## config.mk

```make
export PLATFORM = sky130hd
export DESIGN_NAME = mxint_block_sum_pipe
export DESIGN_NICKNAME = d
export VERILOG_FILES = /design/src/rtl/mx_pkg.sv /design/src/rtl/mx_int_to_fp32.sv /design/src/rtl/mxint_block_sum_pipe.sv
export SDC_FILE = /design/constraint.sdc
export NUM_CORES = 1
export LEC_CHECK = 0
export CORE_AREA = 2 2 114 138
export CTS_CLUSTER_SIZE = 20
export DETAILED_ROUTE_END_ITERATION = 12
export DIE_AREA = 0 0 116 140
export SETUP_SLACK_MARGIN = 0.1
export SKIP_CTS_REPAIR_TIMING = 1
export SYNTH_ARGS = -nofsm -noshare
export SYNTH_HDL_FRONTEND = slang
export SYNTH_SLANG_ARGS = --single-unit
```

## constraint.sdc

```tcl
create_clock -name clk -period 6.3 [get_ports clk]
set_clock_uncertainty 0.2 [all_clocks]
set_input_delay 0.63 -clock clk [delete_from_list [all_inputs] [get_ports clk]]
set_output_delay 0.63 -clock clk [all_outputs]
set_load 0.005 [all_outputs]
```

## src/rtl/mx_pkg.sv

```systemverilog
// rtl/mx_pkg.sv - shared constants and FSM state type for the MXINT block-sum pipe
package mx_pkg;

    localparam int SCALE_WIDTH   = 8;
    localparam int FLOAT32_WIDTH = 32;
    localparam int FP32_BIAS     = 127;

    localparam logic [FLOAT32_WIDTH-1:0] FP32_POS_INF = 32'h7F80_0000;
    localparam logic [FLOAT32_WIDTH-1:0] FP32_QNAN    = 32'h7FC0_0000;

    typedef enum logic [1:0] {
        ACC  = 2'd0,
        NORM = 2'd1,
        HOLD = 2'd2
    } mx_state_e;

endpackage

```

## src/rtl/mx_int_to_fp32.sv

```systemverilog
// rtl/mx_int_to_fp32.sv - exact signed integer block sum plus E8M0 scale to float32 (MX_SUM_SCALE_NAN_EN: scale 0xFF gives qNaN)
module mx_int_to_fp32
    import mx_pkg::*;
#(
    parameter int ACC_W      = 13,
    parameter int ELEM_WIDTH = 8
) (
    input  logic signed [ACC_W-1:0]         acc,
    input  logic [SCALE_WIDTH-1:0]          scale,
    output logic [FLOAT32_WIDTH-1:0]        fp32,
    output logic                            overflow
);

    logic             sign;
    logic [ACC_W-1:0] mag;
    logic [4:0]       p;
    logic [10:0]      exp_s;
    logic [22:0]      mant;

    always_comb begin
        sign = acc[ACC_W-1];
        mag  = sign ? (~acc + 1'b1) : acc;
        p    = 5'd0;
        for (int i = 0; i < ACC_W; i++) begin
            if (mag[i]) p = 5'(i);
        end
        // E8M0 and float32 share bias 127, so only the element fraction shift remains
        exp_s = 11'(p) + 11'(scale) - 11'(ELEM_WIDTH - 2);
        // leading one lands on bit 23 and drops out; the rest is the exact mantissa
        mant  = 23'({mag, 23'd0} >> p);

        fp32     = {sign, exp_s[7:0], mant};
        overflow = 1'b0;
        if (acc == '0) begin
            fp32 = '0;
        end else if ($signed(exp_s) >= 11'sd255) begin
            fp32     = FP32_POS_INF | {sign, 31'd0};
            overflow = 1'b1;
        end else if ($signed(exp_s) <= 11'sd0) begin
            fp32 = {sign, 31'd0};
        end
`ifdef MX_SUM_SCALE_NAN_EN
        if (scale == 8'hFF) begin
            fp32     = FP32_QNAN;
            overflow = 1'b0;
        end
`else
`endif
    end

endmodule

```

## src/rtl/mxint_block_sum_pipe.sv

```systemverilog
// rtl/mxint_block_sum_pipe.sv - streaming MX integer block sum to float32 (MX_SUM_SCALE_NAN_EN selects scale-0xFF NaN handling)
module mxint_block_sum_pipe
    import mx_pkg::*;
#(
    parameter int BLOCK_SIZE = 32,
    parameter int ELEM_WIDTH = 8,
    parameter int LANES      = 8
) (
    input  logic                          clk,
    input  logic                          rst_n,
    input  logic                          in_valid,
    output logic                          in_ready,
    input  logic [SCALE_WIDTH-1:0]        in_scale,
    input  logic [LANES*ELEM_WIDTH-1:0]   in_elems,
    output logic                          out_valid,
    input  logic                          out_ready,
    output logic [FLOAT32_WIDTH-1:0]      out_float32,
    output logic                          out_overflow
);

    localparam int BEATS = BLOCK_SIZE / LANES;
    localparam int ACC_W = ELEM_WIDTH + $clog2(BLOCK_SIZE);
    localparam int CNT_W = (BEATS > 1) ? $clog2(BEATS) : 1;

    generate
        if (ACC_W > 24 || (BLOCK_SIZE % LANES) != 0) begin : g_bad_cfg
            $error("mxint_block_sum_pipe: ACC_W must be <= 24 and LANES must divide BLOCK_SIZE");
        end
    endgenerate

    mx_state_e                  state;
    logic [CNT_W-1:0]           beat_cnt;
    logic signed [ACC_W-1:0]    acc;
    logic [SCALE_WIDTH-1:0]     scale;
    logic signed [ACC_W-1:0]    beat_sum;
    logic [FLOAT32_WIDTH-1:0]   conv_f;
    logic                       conv_ovf;

    assign in_ready = rst_n && (state == ACC);

    always_comb begin
        beat_sum = '0;
        for (int l = 0; l < LANES; l++) begin
            beat_sum = beat_sum + ACC_W'($signed(in_elems[l*ELEM_WIDTH +: ELEM_WIDTH]));
        end
    end

    mx_int_to_fp32 #(
        .ACC_W      (ACC_W),
        .ELEM_WIDTH (ELEM_WIDTH)
    ) u_norm (
        .acc      (acc),
        .scale    (scale),
        .fp32     (conv_f),
        .overflow (conv_ovf)
    );

    always_ff @(posedge clk or negedge rst_n) begin
        if (!rst_n) begin
            state        <= ACC;
            beat_cnt     <= '0;
            acc          <= '0;
            scale        <= '0;
            out_valid    <= 1'b0;
            out_float32  <= '0;
            out_overflow <= 1'b0;
        end else begin
            case (state)
                ACC: begin
                    if (in_valid) begin
                        // first beat restarts the sum so no explicit clear is needed between blocks
                        if (beat_cnt == '0) begin
                            acc   <= beat_sum;
                            scale <= in_scale;
                        end else begin
                            acc <= acc + beat_sum;
                        end
                        if (beat_cnt == CNT_W'(BEATS - 1)) begin
                            beat_cnt <= '0;
                            state    <= NORM;
                        end else begin
                            beat_cnt <= beat_cnt + 1'b1;
                        end
                    end
                end
                NORM: begin
                    out_float32  <= conv_f;
                    out_overflow <= conv_ovf;
                    out_valid    <= 1'b1;
                    state        <= HOLD;
                end
                HOLD: begin
                    if (out_ready) begin
                        out_valid <= 1'b0;
                        state     <= ACC;
                    end
                end
                default: state <= ACC;
            endcase
        end
    end

endmodule

```

# Yosys cells after proc, flatten, opt, wreduce, memory -nomap -nowiden
# Index checks and enable logic that the tools add are counted.
classes:
  shifts: 1
  mux: 26
  add_sub_neg: 12
  bitwise: 1
  eq_ne: 6
  magnitude_cmp: 2
  reduce_logical: 9
op_table:
  columns: ["cell", "count"]
  rows:
  - ["31-bit 2-to-1 mux", 2]
  - ["5-bit 2-to-1 mux", 11]
  - ["36-bit by 5-bit right shift with 23-bit output", 1]
  - ["32-bit 2-to-1 mux", 1]
  - ["13-bit by 8-bit adder with 13-bit output", 2]
  - ["13-bit 2-to-1 mux", 2]
  - ["12-bit by 8-bit adder with 13-bit output", 1]
  - ["13-bit by 1-bit adder with 13-bit output, second input constant", 1]
  - ["13-bit adder", 1]
  - ["13-bit logical NOT", 1]
  - ["13-bit NOT", 1]
  - ["11-bit by 8-bit adder with 12-bit output", 1]
  - ["10-bit by 8-bit adder with 11-bit output", 1]
  - ["11-bit by 9-bit >= comparator with 1-bit output, second input constant", 1]
  - ["11-bit by 1-bit less-or-equal comparator with 1-bit output, second input constant", 1]
  - ["11-bit by 3-bit subtractor with 11-bit output, second input constant", 1]
  - ["9-bit by 8-bit adder with 10-bit output", 1]
  - ["5-bit by 8-bit adder with 9-bit output", 1]
  - ["8-bit by 8-bit adder with 9-bit output", 1]
  - ["2-bit 2-to-1 mux", 4]
  - ["2-bit one-hot mux with 3 select lines", 1]
  - ["3-bit AND reduction", 2]
  - ["2-bit equality test, second input constant", 2]
  - ["2-bit logical NOT", 2]
  - ["9 further kinds", 14]
totals:
  wordCells: 64
  ff_bits: 59
  output_inout_bits: 35

# Longest topological paths before layout
# Gate-level depths: netlist of run 1.
depth:
  ltp_word: 21
  depth_mapped: 23
  mapped_depth_nobuf: 23

# Modules after synthesis
# Synthesis of run 1 repeated with hierarchy kept, for this count alone.
hier_totals:
  cells_unflattened: 759
  area_unflattened_um2: 6821.5
by_module_without_submodules:
  columns: ["module", "area_per_inst_um2", "cells_per_inst", "instances"]
  rows:
  - ["mxint_block_sum_pipe", 4804.6, 465, 1]
  - ["mx_int_to_fp32", 2016.9, 294, 1]

# Worst setup path after synthesis of run 1
# No wires, ideal clock.
synth_timing:
  path_kind: "input to register"
  start: "input port in_elems[25]"
  end: "register acc[12]"
  cell_stages: 23
  t_arrival_ps: 5503
  required_ps: 5969
  n_path_buf: 0
  path_slack_ps: 466
  path_cell_list: "inv_1 fa_1 inv_1 fa_1 inv_1 fa_1 inv_1 fa_1 ha_1 fa_1 a21o_1 a21oi_1 o21bai_1 a21oi_1 o21bai_1 a21oi_1 xnor2_1 ha_1 nor3_1 a211o_1 nor4_1 mux2_2 or3_1"
synth_via:
  elab_chain_len: 7
synth_rtl:
  columns: ["item", "line_no", "text"]
  rows:
  - ["start: declaration", "mxint_block_sum_pipe.sv:14", "input logic [LANES*ELEM_WIDTH-1:0] in_elems,"]
  - ["10-bit by 8-bit adder with 11-bit output *", "mxint_block_sum_pipe.sv:44", "beat_sum = beat_sum + ACC_W'($signed(in_elems[l*ELEM_WIDTH +: ELEM_WIDTH]));"]
  - ["11-bit by 8-bit adder with 12-bit output *", "mxint_block_sum_pipe.sv:44", null]
  - ["12-bit by 8-bit adder with 13-bit output *", "mxint_block_sum_pipe.sv:44", null]
  - ["13-bit by 8-bit adder with 13-bit output * (2 in series)", "mxint_block_sum_pipe.sv:44", null]
  - ["13-bit adder", "mxint_block_sum_pipe.sv:76", "acc <= acc + beat_sum;"]
  - ["13-bit 2-to-1 mux *", "mxint_block_sum_pipe.sv:72", "if (beat_cnt == '0) begin"]
  - ["end signal: assignment", "mxint_block_sum_pipe.sv:73", "acc <= beat_sum;"]
  - ["end signal: assignment", "mxint_block_sum_pipe.sv:76", null]
  - ["end: declaration", "mxint_block_sum_pipe.sv:33", "logic signed [ACC_W-1:0] acc;"]
# Mark *: on every way between the ends. The rest lies on a longest branch, timed or not.
# A chain may end at the register's enable or synchronous reset.

# Worst setup path in the final report of run 1
# Ends and elaborated chain as after synthesis.

==> results of run 1 <==
-- kinds of logic after synthesis --
logic type | after synthesis | synth area share [%]
AOI/OAI and AO/OA | 154 | 18.86
xor gates and xnor gates | 40 | 6.122
adders and majority gates | 88 | 25.77
buffers and inverters | 109 | 8.925
DFF | 51 | 21.83
muxes | 30 | 5.522
other | 1 | 0.06415
and+or+nand+nor | 148 | 12.91
-- state kept, by name (all words and copies together), names as in the netlist --
register and cells:
out_float32 24, acc 13, scale 8, beat_cnt 2, state 2, out_overflow 1
out_valid 1
-- area by class of cell --
class / instances / area, µm² / area share (%)
Clock buffer: 5 / 125.1 / 1.698
Clock inverter: 2 / 37.54 / 0.5093
Inverter: 78 / 294.0 / 3.989
Multi-Input combinational cell: 468 / 4156 / 56.39
Sequential cell: 51 / 1276 / 17.31
Tap cell: 204 / 255.2 / 3.463
Timing Repair Buffer: 130 / 1226 / 16.64
-- metrics by stage --
step	TNS, ns	area [µm²]
6_report	0	7371
3_5_place_dp	-0.4387	7118
2_1_floorplan	0	5872
4_1_cts	0	7281
3_3_place_gp	-0.3637	7118
5_1_grt	0	7371
-- placed cells by master, fill, tap and decap left out, types with 7 or more instances in the layout --
cell	synthesis	routed
sky130_fd_sc_hd__dfrtp_1	51	51
sky130_fd_sc_hd__o21bai_1	8	7
sky130_fd_sc_hd__fa_1	54	53
sky130_fd_sc_hd__and2_1	8	8
sky130_fd_sc_hd__nand2_1	45	45
sky130_fd_sc_hd__buf_4	8	28
sky130_fd_sc_hd__o21ai_1	9	11
sky130_fd_sc_hd__a221o_1	7	7
sky130_fd_sc_hd__nand2b_1	8	8
sky130_fd_sc_hd__mux2i_1	15	15
sky130_fd_sc_hd__a21oi_1	29	24
sky130_fd_sc_hd__xor2_1	14	14
sky130_fd_sc_hd__conb_1	1	8
sky130_fd_sc_hd__xnor2_1	25	23
sky130_fd_sc_hd__ha_1	34	31
sky130_fd_sc_hd__clkdlybuf4s50_1	0	101
sky130_fd_sc_hd__nor2_1	34	34
sky130_fd_sc_hd__o21ai_0	31	29
sky130_fd_sc_hd__inv_1	76	76
sky130_fd_sc_hd__mux2_2	13	13
sky130_fd_sc_hd__nand3_1	10	10
sky130_fd_sc_hd__a21o_1	10	10
-- path summary, 6_finish.rpt --
kind                                              from                           to  slack (ns)  cells after the start
max                                       in_elems[25]          acc[12]$_DFFE_PN0P_        0.26                     23
min                                              rst_n  out_float32[27]$_DFFE_PN0P_        0.22                      2
max reg2reg                         acc[1]$_DFFE_PN0P_  out_float32[29]$_DFFE_PN0P_        0.45                     21
min reg2reg                out_float32[30]$_DFFE_PN0P_  out_float32[30]$_DFFE_PN0P_        0.27                      2
max in group asynchronous                        rst_n         scale[2]$_DFFE_PN0P_        5.21                      2
min in group clk           out_float32[30]$_DFFE_PN0P_  out_float32[30]$_DFFE_PN0P_        0.27                      2
-- cell usage after synthesis, types with 3 or more instances --
cell type / number
sky130_fd_sc_hd__buf_4: 8
sky130_fd_sc_hd__nand2_1: 45
sky130_fd_sc_hd__o22ai_1: 4
sky130_fd_sc_hd__xnor2_1: 25
sky130_fd_sc_hd__mux2i_1: 15
sky130_fd_sc_hd__nand2b_1: 8
sky130_fd_sc_hd__o211ai_1: 6
sky130_fd_sc_hd__a31oi_1: 5
sky130_fd_sc_hd__o21bai_1: 8
sky130_fd_sc_hd__buf_6: 7
sky130_fd_sc_hd__fa_1: 54
sky130_fd_sc_hd__a32oi_1: 3
sky130_fd_sc_hd__nand4_1: 4
sky130_fd_sc_hd__clkbuf_1: 12
sky130_fd_sc_hd__o21a_1: 3
sky130_fd_sc_hd__inv_1: 76
sky130_fd_sc_hd__o21ai_0: 31
sky130_fd_sc_hd__or3_1: 5
sky130_fd_sc_hd__nor3b_1: 3
sky130_fd_sc_hd__a211oi_1: 6
sky130_fd_sc_hd__nor4_1: 5
sky130_fd_sc_hd__a211o_1: 4
sky130_fd_sc_hd__xor2_1: 14
sky130_fd_sc_hd__mux2_2: 13
sky130_fd_sc_hd__dfrtp_1: 51
sky130_fd_sc_hd__nor2_1: 34
sky130_fd_sc_hd__a21oi_1: 29
sky130_fd_sc_hd__nor3_1: 7
sky130_fd_sc_hd__a221o_1: 7
sky130_fd_sc_hd__and3_1: 5
sky130_fd_sc_hd__and2_1: 8
sky130_fd_sc_hd__ha_1: 34
sky130_fd_sc_hd__a21o_1: 10
sky130_fd_sc_hd__o21ai_1: 9
sky130_fd_sc_hd__nand3_1: 10
-- per-layer routing --
layer / routed length [µm] / GRT usage (%) / up-vias
met5: 0 / 0 / -
met4: 188 / 3.759 / 0
met3: 428 / 1.861 / 11
met2: 7023 / 30.78 / 112
met1: 4899 / 18.34 / 2296
li1: - / - / 2352
-- critical path, delay by kind of cell --
kind | cells | cell delay (ns)
adder cells (fa/ha/maj) | 7 | 2.72
AO/OA/AOI/OAI | 6 | 1.00
buffers and inverters | 5 | 0.67
AND/OR/NAND/NOR | 3 | 0.60
multiplexers | 1 | 0.28
XOR/XNOR | 1 | 0.09
==> flow_results.xml, run 1 <==
<?xml version="1.0" encoding="UTF-8"?>
<metrics>
  <group name="outcome">
    <metric name="status" unit="">finished clean</metric>
  </group>
  <group name="sta">
    <metric name="postLayoutSetupSlackWorst" unit="ns">0.2566</metric>
    <metric name="rsz0062_at_grt" unit="">true</metric>
    <metric name="worst_hold_slack" unit="ns">0.2241</metric>
    <metric name="final.min_clock_period" unit="ns">6.043</metric>
    <metric name="highest_achievable_clock_rate" unit="MHz">165.5</metric>
    <metric name="slew_headroom" unit="%">43.21</metric>
    <metric name="setup-violations-final" unit="">0</metric>
    <metric name="report.final.hold_viol_count" unit="">0</metric>
    <metric name="timing_worst_slew_pin_value" unit="ns">0.8487</metric>
    <metric name="timing.final.max_slew_violations" unit="">0</metric>
    <metric name="timing.final.crit_share" unit="%">95.93</metric>
  </group>
  <group name="setup_path">
    <metric name="cpMaxStageDelayCell" unit="">sky130_fd_sc_hd__fa_1</metric>
    <metric name="timing.setup.critical_path_class" unit="">primary input to flop</metric>
    <metric name="crit_path_max_incr_delay" unit="ns">0.52</metric>
    <metric name="timing.critical_path.fanout_max" unit="">5</metric>
    <metric name="worstPathCellList" unit="">clkdlybuf4s50_1 &gt; inv_1 &gt; fa_1 &gt; inv_1 &gt; fa_1 &gt; inv_1 &gt; fa_1 &gt; inv_1 &gt; fa_1 &gt; ha_2 &gt; fa_2 &gt; a21o_1 &gt; a21oi_2 &gt; o21bai_1 &gt; a21oi_2 &gt; xnor2_2 &gt; ha_1 &gt; and3_1 &gt; a21oi_1 &gt; a211o_1 &gt; nor4_1 &gt; mux2_2 &gt; or3_1</metric>
    <metric name="endpoint_kind" unit="">flop</metric>
    <metric name="arrival" unit="ns">6.02</metric>
    <metric name="cp_data_required_time" unit="ns">6.27</metric>
    <metric name="crit_path_start_kind" unit="">primary input</metric>
  </group>
  <group name="cells_and_area">
    <metric name="num_antenna_cells" unit="">0</metric>
    <metric name="nets" unit="">898</metric>
    <metric name="drive_gt1_share" unit="%">12.13</metric>
    <metric name="fillCellCount" unit="">1441</metric>
    <metric name="syn2layout_area_growth" unit="%">26.09</metric>
    <metric name="post-route-util" unit="%">49.68</metric>
    <metric name="final_cell_count_no_fill" unit="">938</metric>
  </group>
  <group name="run">
    <metric name="drv_cap" unit="">0</metric>
  </group>
  <group name="placement">
    <metric name="dpl_worst_slack" unit="ns">-0.2451</metric>
    <metric name="placedCellCount" unit="">930</metric>
    <metric name="placement.io_buffers" unit="">102</metric>
    <metric name="dp.final_hpwl" unit="µm">10650</metric>
    <metric name="globalplace.congestion" unit="">0.8686</metric>
  </group>
  <group name="floorplanning">
    <metric name="dieHeight" unit="µm">140</metric>
    <metric name="row_count" unit="">49</metric>
    <metric name="io-pin-count" unit="">111</metric>
    <metric name="die_w" unit="µm">116</metric>
    <metric name="floorplan.core_area" unit="mm²">0.01484</metric>
    <metric name="die_area" unit="mm²">0.01624</metric>
    <metric name="initial_core_util" unit="%">39.40</metric>
  </group>
  <group name="global_route">
    <metric name="number_of_global_route_vias_before_repair" unit="">4824</metric>
    <metric name="globalRouteOverflowTotal" unit="">0</metric>
    <metric name="grt_first_pass_wirelength" unit="µm">21570</metric>
    <metric name="grt_max_degree" unit="">53</metric>
    <metric name="grt_use_total" unit="%">15.93</metric>
    <metric name="grt_antenna_before_repair" unit="">0</metric>
  </group>
  <group name="hold_path">
    <metric name="hold_path.class" unit="">primary input to asynchronous set/reset pin</metric>
  </group>
  <group name="cts">
    <metric name="clock_tree_from_tritoncts" unit="">done</metric>
    <metric name="clk_root_buffer_cell" unit="">sky130_fd_sc_hd__clkbuf_16</metric>
    <metric name="insertion_delay" unit="ns">0.29</metric>
    <metric name="clock_transition_at_the_registers_of_the_reported_paths" unit="ns">0.07</metric>
    <metric name="cts_sinks" unit="">51</metric>
    <metric name="cts-buffers-inserted" unit="">5</metric>
    <metric name="clock_tree.buffer_depth" unit="">2</metric>
    <metric name="clock_tree.htree_level_count" unit="">2</metric>
  </group>
  <group name="yosys">
    <metric name="post_synth_instance_area" unit="mm²">0.005846</metric>
    <metric name="synth_top_cells_by_area" unit="">sky130_fd_sc_hd__dfrtp_1, sky130_fd_sc_hd__fa_1, sky130_fd_sc_hd__ha_1</metric>
    <metric name="ys_seq_elements" unit="">51</metric>
    <metric name="synthDominantAreaCellType" unit="">sky130_fd_sc_hd__dfrtp_1</metric>
    <metric name="synthDistinctLibCells" unit="">78</metric>
    <metric name="postSynth.asyncResetShare" unit="%">100.0</metric>
    <metric name="post-synth-top-area-fraction" unit="%">21.83</metric>
    <metric name="synth.avg_cell_area" unit="µm²">9.413</metric>
    <metric name="yosysSeqAreaShare" unit="%">21.83</metric>
    <metric name="postSynth.topFlopCell" unit="">sky130_fd_sc_hd__dfrtp_1</metric>
    <metric name="yosys_warnings" unit="">0</metric>
    <metric name="syn_inst" unit="">621</metric>
    <metric name="synth_edf_count" unit="">0</metric>
  </group>
  <group name="routing">
    <metric name="detailed_routing_iterations_pass_1" unit="">4</metric>
    <metric name="routed-via-count" unit="">4771</metric>
    <metric name="drtIter0Drc" unit="">193</metric>
    <metric name="drt_drc_violations_left" unit="">0</metric>
    <metric name="average_detailed_routed_wire_length_per_instance" unit="µm">13.37</metric>
    <metric name="vias_per_cell" unit="">5.086</metric>
    <metric name="wirelength" unit="µm">12540</metric>
    <metric name="postRouteAntennaNets" unit="">0</metric>
  </group>
</metrics>
Power of run 1 is not shown: default switching activity piles up to over one toggle a cycle in this logic, so the estimate is an artifact.
==> run 2, diff against run 1 <==
Settings changed: CORE_AREA 2 2 114 138 to 2 2 98 119, DIE_AREA 0 0 116 140 to 0 0 100 121, PLACE_DENSITY set to 0.82.
==> flow_results.xml, run 2 (same netlist as run 1, synthesis figures left out) <==
<?xml version="1.0" encoding="UTF-8"?>
<metrics>
  <group name="outcome">
    <metric name="status" unit="">finished clean</metric>
  </group>
  <group name="setup_path">
    <metric name="worst-r2r-setup-slack" unit="ns">0.42</metric>
    <metric name="cp_data_required_time" unit="ns">6.28</metric>
    <metric name="crit_path_start_kind" unit="">primary input</metric>
    <metric name="timing.setup.critical_path_class" unit="">primary input to flop</metric>
    <metric name="endpoint_kind" unit="">flop</metric>
    <metric name="r2r.worst_path.cells" unit="">22</metric>
    <metric name="crit_top_cell" unit="">sky130_fd_sc_hd__fa_2</metric>
    <metric name="crit_path_max_incr_delay" unit="ns">0.60</metric>
    <metric name="worstPathCellList" unit="">clkdlybuf4s50_1 &gt; fa_1 &gt; fa_2 &gt; inv_2 &gt; fa_2 &gt; inv_2 &gt; fa_1 &gt; ha_2 &gt; fa_2 &gt; a21o_1 &gt; a21oi_2 &gt; o21bai_1 &gt; a21oi_2 &gt; o21bai_1 &gt; a21oi_1 &gt; xnor2_1 &gt; ha_2 &gt; nor3_2 &gt; a211o_1 &gt; buf_6 &gt; a41o_1 &gt; or3_1</metric>
    <metric name="timing.critical_path.fanout_max" unit="">5</metric>
    <metric name="worstReg2RegEnd" unit="">out_float32[29]$_DFFE_PN0P_</metric>
    <metric name="worst_r2r_startpoint" unit="">acc[0]$_DFFE_PN0P_</metric>
    <metric name="cpMaxStageDelayCell" unit="">sky130_fd_sc_hd__fa_2</metric>
    <metric name="arrival" unit="ns">6.09</metric>
  </group>
  <group name="sta">
    <metric name="timing.final.max_slew_violations" unit="">0</metric>
    <metric name="report.final.hold_viol_count" unit="">0</metric>
    <metric name="setup-violations-final" unit="">0</metric>
    <metric name="slew_headroom" unit="%">44.41</metric>
    <metric name="setup-tns-final" unit="ns">0</metric>
    <metric name="timing.final.crit_share" unit="%">97.10</metric>
    <metric name="final.min_clock_period" unit="ns">6.117</metric>
    <metric name="highest_achievable_clock_rate" unit="MHz">163.5</metric>
    <metric name="timing_worst_slew_pin_value" unit="ns">0.8307</metric>
    <metric name="rsz0062_at_grt" unit="">false</metric>
    <metric name="postLayoutSetupSlackWorst" unit="ns">0.1826</metric>
  </group>
  <group name="global_route">
    <metric name="grt_antenna_before_repair" unit="">0</metric>
    <metric name="grt_use_total" unit="%">20.52</metric>
    <metric name="grt_first_pass_wirelength" unit="µm">20570</metric>
    <metric name="number_of_global_route_vias_before_repair" unit="">4859</metric>
    <metric name="grt_max_degree" unit="">53</metric>
    <metric name="globalRouteOverflowTotal" unit="">0</metric>
  </group>
  <group name="cts">
    <metric name="clk_root_buffer_cell" unit="">sky130_fd_sc_hd__clkbuf_16</metric>
    <metric name="insertion_delay" unit="ns">0.30</metric>
    <metric name="clock_tree.htree_level_count" unit="">2</metric>
    <metric name="clock_tree.buffer_depth" unit="">2</metric>
    <metric name="clock_transition_at_the_registers_of_the_reported_paths" unit="ns">0.07</metric>
    <metric name="cts_sinks" unit="">51</metric>
    <metric name="clock_tree_from_tritoncts" unit="">done</metric>
    <metric name="cts-buffers-inserted" unit="">5</metric>
  </group>
  <group name="placement">
    <metric name="placement.io_buffers" unit="">102</metric>
    <metric name="dp.final_hpwl" unit="µm">10400</metric>
    <metric name="placedCellCount" unit="">852</metric>
    <metric name="globalplace.congestion" unit="">0.8282</metric>
    <metric name="dpl_worst_slack" unit="ns">-0.3240</metric>
    <metric name="placed_area" unit="mm²">0.006983</metric>
  </group>
  <group name="floorplanning">
    <metric name="floorplan.core_area" unit="mm²">0.01093</metric>
    <metric name="die_w" unit="µm">100</metric>
    <metric name="io-pin-count" unit="">111</metric>
    <metric name="die_area" unit="mm²">0.01210</metric>
    <metric name="row_count" unit="">42</metric>
    <metric name="dieHeight" unit="µm">121</metric>
    <metric name="initial_core_util" unit="%">53.48</metric>
  </group>
  <group name="cells_and_area">
    <metric name="design_area" unit="mm²">0.007342</metric>
    <metric name="drive_gt1_share" unit="%">14.40</metric>
    <metric name="syn2layout_area_growth" unit="%">25.60</metric>
    <metric name="sequential_cell_area" unit="mm²">0.001276</metric>
    <metric name="layout_top_registers" unit="">out_float32: 24 flops, acc: 13 flops, scale: 8 flops</metric>
    <metric name="final_cell_count_no_fill" unit="">868</metric>
    <metric name="fillCellCount" unit="">870</metric>
    <metric name="layout.cells.most_common_list" unit="">sky130_fd_sc_hd__clkdlybuf4s50_1, sky130_fd_sc_hd__inv_1, sky130_fd_sc_hd__dfrtp_1</metric>
    <metric name="largest-register" unit="">out_float32</metric>
    <metric name="largest_register_ffs" unit="">24</metric>
    <metric name="num_antenna_cells" unit="">0</metric>
    <metric name="mostFrequentLayoutCell" unit="">sky130_fd_sc_hd__clkdlybuf4s50_1</metric>
    <metric name="nets" unit="">899</metric>
    <metric name="multiInputGateArea" unit="mm²">0.004189</metric>
  </group>
  <group name="routing">
    <metric name="routed-via-count" unit="">4863</metric>
    <metric name="wirelength" unit="µm">12800</metric>
    <metric name="drtIter0Drc" unit="">222</metric>
    <metric name="detailed_routing_iterations_pass_1" unit="">6</metric>
    <metric name="vias_per_cell" unit="">5.603</metric>
    <metric name="average_detailed_routed_wire_length_per_instance" unit="µm">14.75</metric>
    <metric name="drt_drc_violations_left" unit="">0</metric>
    <metric name="postRouteAntennaNets" unit="">0</metric>
  </group>
  <group name="run">
    <metric name="drv_cap" unit="">0</metric>
  </group>
  <group name="hold_path">
    <metric name="hold_path.class" unit="">primary input to asynchronous set/reset pin</metric>
  </group>
</metrics>
==> run 2: cell types whose count changed in the layout (fill, tap and decap cells not counted), moves of 3 or more <==
cell,delta
sky130_fd_sc_hd__dlymetal6s2s_1,+10
sky130_fd_sc_hd__inv_2,+6
sky130_fd_sc_hd__fa_1,-3
sky130_fd_sc_hd__inv_1,-6
sky130_fd_sc_hd__fa_2,+3
sky130_fd_sc_hd__clkdlybuf4s50_1,-10
==> run 2: routing by layer <==
metal	vias to the layer above	GRT usage (%)	share of wire (%)
li1	2357	-	-
met1	2351	21.89	38
met2	129	41.01	56
met3	26	2.304	3.8
met4	0	6.849	2.3
met5	-	0	0
==> run 2: worst max-delay path: cells and delay by family <==
kind	cells	cell delay, ns
fa+ha+maj	7	2.68
buf+inv	4	0.73
simple gates	2	0.40
xor+xnor	1	0.18
compound gates	8	1.49
==> run 2: through the flow <==
stage | utilization [%] | hold slack, ns
floorplan | - | 0.1344
global placement | 63.89 | 0.2530
detailed placement | 63.89 | 0.2698
CTS | 65.30 | 0.2667
global route | 67.17 | 0.3080
finish | 67.17 | 0.2448
==> run 2: cell type report <==
class	count	area share (%)
Tap cell	132	2.249
Multi-Input combinational cell	468	57.06
Timing Repair Buffer	131	17.19
Clock buffer	6	1.892
Clock inverter	2	0.2215
Sequential cell	51	17.38
Inverter	78	4.005
==> run 2: worst max path at each step <==
stage                          endpoint  depth (start not counted)         start  slack [ns]
floorplan           acc[12]$_DFFE_PN0P_                         23  in_elems[25]        0.47
global placement    acc[12]$_DFFE_PN0P_                         24  in_elems[25]       -0.17
global route        acc[12]$_DFFE_PN0P_                         22   in_elems[9]       0.009
detailed placement  acc[12]$_DFFE_PN0P_                         23  in_elems[25]       -0.32
CTS                 acc[12]$_DFFE_PN0P_                         23  in_elems[25]       -0.02
finish              acc[12]$_DFFE_PN0P_                         22   in_elems[9]        0.18
Power of run 2 is left out for the same reason.
==> run 3, diff against run 2 <==
Settings changed: CTS_CLUSTER_DIAMETER set to 40.
==> results of run 3 <==
No change in the layout: final DEF, timing and power equal those of run 2.
Power of run 3 is left out for the same reason.
